<file path="config.mk">
export PLATFORM = sky130hd
export DESIGN_NAME = ps2_keydecode_flat
export DESIGN_NICKNAME = d
export VERILOG_FILES = /design/src/rtl/ps2_pkg.sv /design/src/rtl/ps2_keydecode_if.sv /design/src/rtl/ps2_keydecode_key_fifo.sv /design/src/rtl/ps2_keydecode.sv /design/src/flat_wrapper.sv
export SDC_FILE = /design/constraint.sdc
export NUM_CORES = 1
export LEC_CHECK = 0
export ABC_CLOCK_PERIOD_IN_PS = 2400
export BUFFER_PORTS_ARGS = -buffer_cell sky130_fd_sc_hd__buf_2
export CAP_MARGIN = 20
export CELL_PAD_IN_SITES_DETAIL_PLACEMENT = 2
export CELL_PAD_IN_SITES_GLOBAL_PLACEMENT = 2
export CORE_MARGIN = 2
export CORE_UTILIZATION = 39
export CTS_BUF_LIST = sky130_fd_sc_hd__clkbuf_8 sky130_fd_sc_hd__clkbuf_16
export CTS_CLUSTER_SIZE = 8
export DETAILED_ROUTE_END_ITERATION = 8
export PLACE_DENSITY_LB_ADDON = 0.3
export SLEW_MARGIN = 20
export SYNTH_ARGS = -nofsm -noshare
export SYNTH_HDL_FRONTEND = slang
export SYNTH_HIERARCHICAL = 1
export SYNTH_SLANG_ARGS = --single-unit
export TNS_END_PERCENT = 1
</file>
<file path="constraint.sdc">
create_clock -name clk -period 2.4 [get_ports clk]
set_clock_uncertainty 0.05 [all_clocks]
set_input_delay 0.24 -clock clk [delete_from_list [all_inputs] [get_ports clk]]
set_output_delay 0.24 -clock clk [all_outputs]
set_load 0.05 [all_outputs]
</file>
<file path="src/rtl/ps2_pkg.sv">
// ps2_pkg -- shared definitions for the PS/2 keypad decoder.
//   * key codes delivered to the consumer (0-9 digits, operators, clear)
//   * PS/2 prefix bytes (extended 0xE0, break 0xF0)
//   * prefix FSM state encoding
//   * map_code(): scan code (plus extended flag) -> key code lookup
package ps2_pkg;

  localparam logic [3:0] KEY_ADD = 4'd10;
  localparam logic [3:0] KEY_SUB = 4'd11;
  localparam logic [3:0] KEY_MUL = 4'd12;
  localparam logic [3:0] KEY_DIV = 4'd13;
  localparam logic [3:0] KEY_EQ  = 4'd14;
  localparam logic [3:0] KEY_CLR = 4'd15;

  localparam logic [7:0] PFX_EXT = 8'hE0;
  localparam logic [7:0] PFX_BRK = 8'hF0;

  typedef enum logic [1:0] {
    ST_IDLE    = 2'd0,
    ST_EXT     = 2'd1,
    ST_BRK     = 2'd2,
    ST_EXT_BRK = 2'd3
  } ps2_state_e;

  typedef struct packed {
    logic       vld;
    logic [3:0] key;
  } key_map_t;

  // Main-block digits, keypad digits and operators; only two extended codes map.
  function automatic key_map_t map_code(input logic ext, input logic [7:0] code);
    key_map_t m;
    m.vld = 1'b1;
    m.key = 4'd0;
    if (ext) begin
      case (code)
        8'h4A:   m.key = KEY_DIV;
        8'h5A:   m.key = KEY_EQ;
        default: begin
          m.vld = 1'b0;
          m.key = 4'd0;
        end
      endcase
    end else begin
      case (code)
        8'h45, 8'h70: m.key = 4'd0;
        8'h16, 8'h69: m.key = 4'd1;
        8'h1E, 8'h72: m.key = 4'd2;
        8'h26, 8'h7A: m.key = 4'd3;
        8'h25, 8'h6B: m.key = 4'd4;
        8'h2E, 8'h73: m.key = 4'd5;
        8'h36, 8'h74: m.key = 4'd6;
        8'h3D, 8'h6C: m.key = 4'd7;
        8'h3E, 8'h75: m.key = 4'd8;
        8'h46, 8'h7D: m.key = 4'd9;
        8'h79:        m.key = KEY_ADD;
        8'h7B:        m.key = KEY_SUB;
        8'h7C:        m.key = KEY_MUL;
        8'h5A:        m.key = KEY_EQ;
        8'h76, 8'h66: m.key = KEY_CLR;
        default: begin
          m.vld = 1'b0;
          m.key = 4'd0;
        end
      endcase
    end
    return m;
  endfunction

endpackage

</file>
<file path="src/rtl/ps2_keydecode_if.sv">
// ps2_keydecode_if -- byte input and key output bundle of the keypad decoder.
//   code_valid / code_in : one-cycle strobe with a received PS/2 byte
//   key_valid / key_data : head of the key-event buffer
//   key_ready            : consumer pop (pop when key_valid && key_ready)
//   overflow             : one-cycle pulse when a mapped key is dropped
// master = byte source / key consumer, slave = decoder.
interface ps2_keydecode_if;
  import ps2_pkg::*;

  logic       code_valid;
  logic [7:0] code_in;
  logic       key_valid;
  logic [3:0] key_data;
  logic       key_ready;
  logic       overflow;

  modport master (
    output code_valid, code_in, key_ready,
    input  key_valid, key_data, overflow
  );

  modport slave (
    input  code_valid, code_in, key_ready,
    output key_valid, key_data, overflow
  );

endinterface

</file>
<file path="src/rtl/ps2_keydecode_key_fifo.sv">
// key_fifo -- DEPTH-entry circular buffer of 4-bit key codes.
//   clk, rst        : clock, synchronous active-low reset
//   push, push_data : write request and key
//   pop_ready       : consumer ready; a pop happens when head_valid && pop_ready
//   head_valid      : buffer non-empty
//   head_data       : oldest stored key
//   overflow        : one-cycle pulse when a push is dropped (full, no pop)
module key_fifo #(
  parameter int DEPTH = 4
) (
  input  logic       clk,
  input  logic       rst,
  input  logic       push,
  input  logic [3:0] push_data,
  input  logic       pop_ready,
  output logic       head_valid,
  output logic [3:0] head_data,
  output logic       overflow
);

  localparam int AW = $clog2(DEPTH);
  localparam int CW = AW + 1;
  localparam logic [AW-1:0] PTR_ONE  = AW'(1'b1);
  localparam logic [CW-1:0] CNT_ONE  = CW'(1'b1);
  localparam logic [CW-1:0] CNT_FULL = CW'(DEPTH);

  logic [3:0]    mem_r [DEPTH];
  logic [AW-1:0] wr_ptr_r;
  logic [AW-1:0] rd_ptr_r;
  logic [CW-1:0] count_r;
  logic [CW-1:0] count_nxt_s;
  logic          valid_r;
  logic          ovf_r;
  logic          full_s;
  logic          pop_s;
  logic          wr_en_s;
  logic          ovf_nxt_s;

  // Push/pop qualification; a full buffer still accepts a push when it pops.
  always_comb begin
    full_s      = (count_r == CNT_FULL);
    pop_s       = valid_r & pop_ready;
    wr_en_s     = push & (~full_s | pop_s);
    ovf_nxt_s   = push & full_s & ~pop_s;
    count_nxt_s = count_r;
    case ({wr_en_s, pop_s})
      2'b10:   count_nxt_s = count_r + CNT_ONE;
      2'b01:   count_nxt_s = count_r - CNT_ONE;
      default: count_nxt_s = count_r;
    endcase
  end

  // Pointers, occupancy, valid flag and overflow pulse.
  always_ff @(posedge clk) begin
    if (!rst) begin
      wr_ptr_r <= '0;
      rd_ptr_r <= '0;
      count_r  <= '0;
      valid_r  <= 1'b0;
      ovf_r    <= 1'b0;
    end else begin
      if (wr_en_s) begin
        wr_ptr_r <= wr_ptr_r + PTR_ONE;
      end
      if (pop_s) begin
        rd_ptr_r <= rd_ptr_r + PTR_ONE;
      end
      count_r <= count_nxt_s;
      valid_r <= (count_nxt_s != '0);
      ovf_r   <= ovf_nxt_s;
    end
  end

  // Storage; cleared on reset so the head reads 0 until the first key lands.
  always_ff @(posedge clk) begin
    if (!rst) begin
      for (int i = 0; i < DEPTH; i++) begin
        mem_r[i] <= 4'd0;
      end
    end else if (wr_en_s) begin
      mem_r[wr_ptr_r] <= push_data;
    end
  end

  assign head_valid = valid_r;
  assign head_data  = mem_r[rd_ptr_r];
  assign overflow   = ovf_r;

endmodule

</file>
<file path="src/rtl/ps2_keydecode.sv">
// ps2_keydecode -- turns a stream of PS/2 scan-code bytes into keypad events.
//   clk : system clock (rising edge)
//   rst : synchronous active-low reset
//   bus : ps2_keydecode_if.slave (code_valid/code_in in, key_valid/key_data/
//         overflow out, key_ready in)
// A prefix FSM tracks E0/F0, makes are mapped and pushed unless they repeat
// the currently held key (typematic), breaks release the held key. Accepted
// keys go through one register stage into key_fifo.
module ps2_keydecode
  import ps2_pkg::*;
#(
  parameter int FIFO_DEPTH = 4
) (
  input  logic           clk,
  input  logic           rst,
  ps2_keydecode_if.slave bus
);

  ps2_state_e state_r;
  ps2_state_e state_nxt_s;

  logic       held_vld_r;
  logic       held_ext_r;
  logic [7:0] held_code_r;

  logic       push_r;
  logic [3:0] push_key_r;

  logic       ext_s;
  logic       brk_s;
  logic       data_byte_s;
  logic       match_s;
  logic       push_s;
  logic       held_set_s;
  logic       held_clr_s;
  key_map_t   map_s;

  logic       fifo_valid_s;
  logic [3:0] fifo_data_s;
  logic       fifo_ovf_s;

  // Prefix FSM state register.
  always_ff @(posedge clk) begin
    if (!rst) begin
      state_r <= ST_IDLE;
    end else begin
      state_r <= state_nxt_s;
    end
  end

  // Prefix FSM next state: only E0 (from IDLE) and F0 (from IDLE/EXT) advance.
  always_comb begin
    state_nxt_s = state_r;
    if (bus.code_valid) begin
      case (state_r)
        ST_IDLE: begin
          if (bus.code_in == PFX_EXT) begin
            state_nxt_s = ST_EXT;
          end else if (bus.code_in == PFX_BRK) begin
            state_nxt_s = ST_BRK;
          end else begin
            state_nxt_s = ST_IDLE;
          end
        end
        ST_EXT: begin
          if (bus.code_in == PFX_BRK) begin
            state_nxt_s = ST_EXT_BRK;
          end else begin
            state_nxt_s = ST_IDLE;
          end
        end
        ST_BRK:     state_nxt_s = ST_IDLE;
        ST_EXT_BRK: state_nxt_s = ST_IDLE;
        default:    state_nxt_s = ST_IDLE;
      endcase
    end else begin
      state_nxt_s = state_r;
    end
  end

  // FSM outputs: classify the byte and decide push / held update.
  // A byte that leaves the FSM outside IDLE is a prefix and carries no key.
  always_comb begin
    ext_s       = (state_r == ST_EXT) || (state_r == ST_EXT_BRK);
    brk_s       = (state_r == ST_BRK) || (state_r == ST_EXT_BRK);
    data_byte_s = bus.code_valid & (state_nxt_s == ST_IDLE);
    map_s       = map_code(ext_s, bus.code_in);
    match_s     = held_vld_r & (held_ext_r == ext_s) & (held_code_r == bus.code_in);
    if (data_byte_s && !brk_s) begin
      push_s     = map_s.vld & ~match_s;
      held_set_s = map_s.vld & ~match_s;
      held_clr_s = 1'b0;
    end else if (data_byte_s && brk_s) begin
      push_s     = 1'b0;
      held_set_s = 1'b0;
      held_clr_s = match_s;
    end else begin
      push_s     = 1'b0;
      held_set_s = 1'b0;
      held_clr_s = 1'b0;
    end
  end

  // Held-key register used for typematic suppression; updated even if the
  // key is later dropped by a full buffer.
  always_ff @(posedge clk) begin
    if (!rst) begin
      held_vld_r  <= 1'b0;
      held_ext_r  <= 1'b0;
      held_code_r <= 8'h00;
    end else if (held_set_s) begin
      held_vld_r  <= 1'b1;
      held_ext_r  <= ext_s;
      held_code_r <= bus.code_in;
    end else if (held_clr_s) begin
      held_vld_r  <= 1'b0;
    end
  end

  // Push stage: accepted key enters the buffer on the following edge.
  always_ff @(posedge clk) begin
    if (!rst) begin
      push_r     <= 1'b0;
      push_key_r <= 4'd0;
    end else begin
      push_r <= push_s;
      if (push_s) begin
        push_key_r <= map_s.key;
      end
    end
  end

  key_fifo #(
    .DEPTH (FIFO_DEPTH)
  ) u_fifo (
    .clk        (clk),
    .rst        (rst),
    .push       (push_r),
    .push_data  (push_key_r),
    .pop_ready  (bus.key_ready),
    .head_valid (fifo_valid_s),
    .head_data  (fifo_data_s),
    .overflow   (fifo_ovf_s)
  );

  assign bus.key_valid = fifo_valid_s;
  assign bus.key_data  = fifo_data_s;
  assign bus.overflow  = fifo_ovf_s;

endmodule

</file>
<file path="src/flat_wrapper.sv">
// flat-port wrapper written by rule: the top's interface ports become plain ports
module ps2_keydecode_flat import ps2_pkg::*;
#(
  parameter int FIFO_DEPTH = 4
)
  (clk, rst, bus_code_valid, bus_code_in, bus_key_ready, bus_key_valid, bus_key_data, bus_overflow);
  ps2_keydecode_if bus_i ();
  input  logic clk;
  input  logic rst;
  input wire logic [$bits(bus_i.code_valid)-1:0] bus_code_valid;
  input wire logic [$bits(bus_i.code_in)-1:0] bus_code_in;
  input wire logic [$bits(bus_i.key_ready)-1:0] bus_key_ready;
  output wire logic [$bits(bus_i.key_valid)-1:0] bus_key_valid;
  output wire logic [$bits(bus_i.key_data)-1:0] bus_key_data;
  output wire logic [$bits(bus_i.overflow)-1:0] bus_overflow;
  assign bus_i.code_valid = bus_code_valid;
  assign bus_i.code_in = bus_code_in;
  assign bus_i.key_ready = bus_key_ready;
  assign bus_key_valid = bus_i.key_valid;
  assign bus_key_data = bus_i.key_data;
  assign bus_overflow = bus_i.overflow;
  ps2_keydecode #(.FIFO_DEPTH(FIFO_DEPTH)) u_core (.clk(clk), .rst(rst), .bus(bus_i));
endmodule
</file>
==> results.yml <==
outcome:
  status: "completed"
synthesis:
  ys_warn_count: 6
  synth_commonest_cells: "nand2_1, dfxtp_1, nor2_1"
  avgSynthCellArea_sq_um: 9.89
  synth.top_cells.by_area: "dfxtp_1, edfxtp_1, nand2_1, mux2i_1, mux4_2"
  synth.yosys.seq_area_share: 0.390
  mappedNetlistNets: 284
  synth.most_common_cell: "nand2_1"
  synth_top_area_frac: 0.210
  synth_cell_types: 66
  synth-main-ff-cell: "dfxtp_1"
  synth_top_area_cell: "dfxtp_1"
  async_reset_ff_frac: 0
  synth-seq-cells: 44
  synth-edff-count: 16
  netlist_area_sq_um: 2670
  syn_inst: 270
setup_path:
  cp.arrival_ps: 2410
  crit_required_ps: 2580
  endpoint_kind: "flop"
  worstRegToRegCells: 7
  path_max_fanout: 4
  crit_type: "reg -> reg"
  start_kind: "flop"
drt:
  first_iter_violations: 58
  dr.pass1.iters: 4
  drcViolationCount: 0
  avgViaCountPerCell: 5.79
  ant_nets: 0
  wl_met3_microns: 157
  wl_per_cell_microns: 19.3
  wl_met2_microns: 3800
  wl_microns: 7090
  top_layer: "met4"
  m1WireLength_microns: 3020
  via_count: 2125
power:
  power.density_nw_per_um2: 542
  p_leak_uw: 0.00115
  ir_drop_mv: 0.246
  switchingPower_uw: 410
  clockPowerShare: 0.351
  internal_power_uw: 1180
  swShare: 0.258
  seqPwrFrac: 0.509
  p_comb_frac: 0.139
placement:
  hpwlAfterDp_microns: 5350
  io_buffers: 17
  place_congestion: 0.852
die:
  die-area_sq_um: 7530
  die_w_microns: 86.8
  rows: 30
  core_sq_um: 6720
  die_y_microns: 86.8
  start_util: 0.398
  boundaryPins: 18
clock_tree:
  clk-insertion-delay-late_ps: 300
  cts_resized: 0
  hold_buffers: 0
  cts_buffers: 5
  ctsHtreeMaxLevel: 2
  cts.sink_count: 44
  clockBufferDepth: 2
  clkTransAtPathRegs_ps: 90
  cts_tree: "done"
  cts_root_buf: "clkbuf_8"
  cts_setup_buffers: 0
sta:
  finalCritPeriodShare: 0.929
  worst_slew_pin_slew_ps: 726
  max_freq_mhz: 449
  whs_ps: 234
  min_period_ps: 2230
  hold_viol_final: 0
  final-setup-viol-count: 0
  setup_tns_ps: 0
  grt_setup_unrepaired: "false"
  maxSlewViolCount: 0
  relSlewSlack: 0.511
global_routing:
  grt.total_usage: 0.205
  grt_pass1_vias: 2383
  antenna_found_initial: 0
  grt_max_degree: 31
  grt-ovfl-total: 0
  grt_pass1_wl_microns: 12000
finish:
  seqCellArea_sq_um: 1040
  layout.nets: 300
  n_fill_cell: 749
  multiInputGateArea_sq_um: 1470
  diodes: 0
  area_growth_pct: 9.84
  drive_gt1_frac: 0.206
job:
  cap_violations: 0
hold_path:
  min_path_cells: 3
  hold_class: "in -> reg"
## sequential cells by signal (all words and copies together) (netlist names), named ones only
signal / cells
u_core/held_code_r: 8
u_core/held_ext_r: 1
u_core/held_vld_r: 1
u_core/push_key_r: 4
u_core/push_r: 1
u_core/state_r: 2
u_core/u_fifo/count_r: 3
u_core/u_fifo/head_valid: 1
u_core/u_fifo/mem_r: 16
u_core/u_fifo/overflow: 1
u_core/u_fifo/rd_ptr_r: 2
u_core/u_fifo/wr_ptr_r: 2
## metrics by stage
step | power, uW | util | std cells | instance area, sq um | worst slack, ps
floorplan | 989 | - | 270 | 2670 | 73.6
global placement | 1040 | 0.421 | 359 | 2830 | 185
detailed placement | 1050 | 0.421 | 359 | 2830 | 101
CTS | 1610 | 0.437 | 367 | 2930 | 172
global route | 1660 | 0.437 | 367 | 2930 | 47.6
finish | 1590 | 0.437 | 367 | 2930 | 171
## per-layer routing
metal	vias up	global-route usage
met5	-	0
met4	0	0.0653
met3	9	0.0257
met2	33	0.383
met1	1061	0.240
li1	1022	-
## power by group through the flow
stage               Sequential [uW]  Clock (uW)  Combinational (uW)
floorplan                       827           0                 161
global placement                827           0                 215
detailed placement              829           0                 224
CTS                             811         575                 225
global route                    814         601                 244
finish                          811         559                 222
## layout make-up
class | count | share of cell area
Clock buffer | 5 | 0.0235
Inverter | 4 | 0.00512
Clock inverter | 3 | 0.0128
Sequential cell | 44 | 0.355
Multi-Input combinational cell | 200 | 0.500
Tap cell | 80 | 0.0341
Timing Repair Buffer | 31 | 0.0691
## worst max-delay path, cell delays in order (launching register included)
cell	delay (ps)
dfxtp_1	460
a211o_4	180
o21ai_4	60
ha_1	230
fa_1	390
xnor2_1	150
or4b_1	500
nand4bb_1	140
## layout by cell type (no fill, tap or decap), types with 4 or more instances in the layout
cell type,instances
a21oi_1,4
and4b_1,6
buf_2,17
buf_4,13
clkbuf_8,5
dfxtp_1,27
edfxtp_1,16
inv_1,4
mux2i_1,11
mux4_2,4
nand2_1,45
nand3_1,4
nand4_1,5
nor2_1,19
nor2b_1,8
nor4_1,8
nor4bb_1,4
o211ai_1,4
o21ai_0,4
xnor2_1,6
xor2_1,8
## logic make-up (layout without fill, tap and decap cells)
group	after synthesis	after routing	share of synthesized area
AND/OR/NAND/NOR	132	132	0.295
flip-flops	44	44	0.390
AO/OA/AOI/OAI	36	36	0.118
buffers and inverters	26	43	0.0609
multiplexers	16	16	0.0792
XOR/XNOR	14	14	0.0459
adder cells (fa/ha/maj)	2	2	0.0122
## worst paths after layout
check / startpoint / end / slack (ps)
setup / recovery: u_core/u_fifo/count_r[0] / u_core/u_fifo/head_valid / 170
hold / removal: bus_code_in[0] / u_core/held_code_r[0] / 230
setup reg to reg: u_core/u_fifo/count_r[0] / u_core/u_fifo/head_valid / 170
hold reg to reg: u_core/held_code_r[1] / u_core/held_code_r[1] / 430
Note: power is estimated with default switching activity, not from simulation.
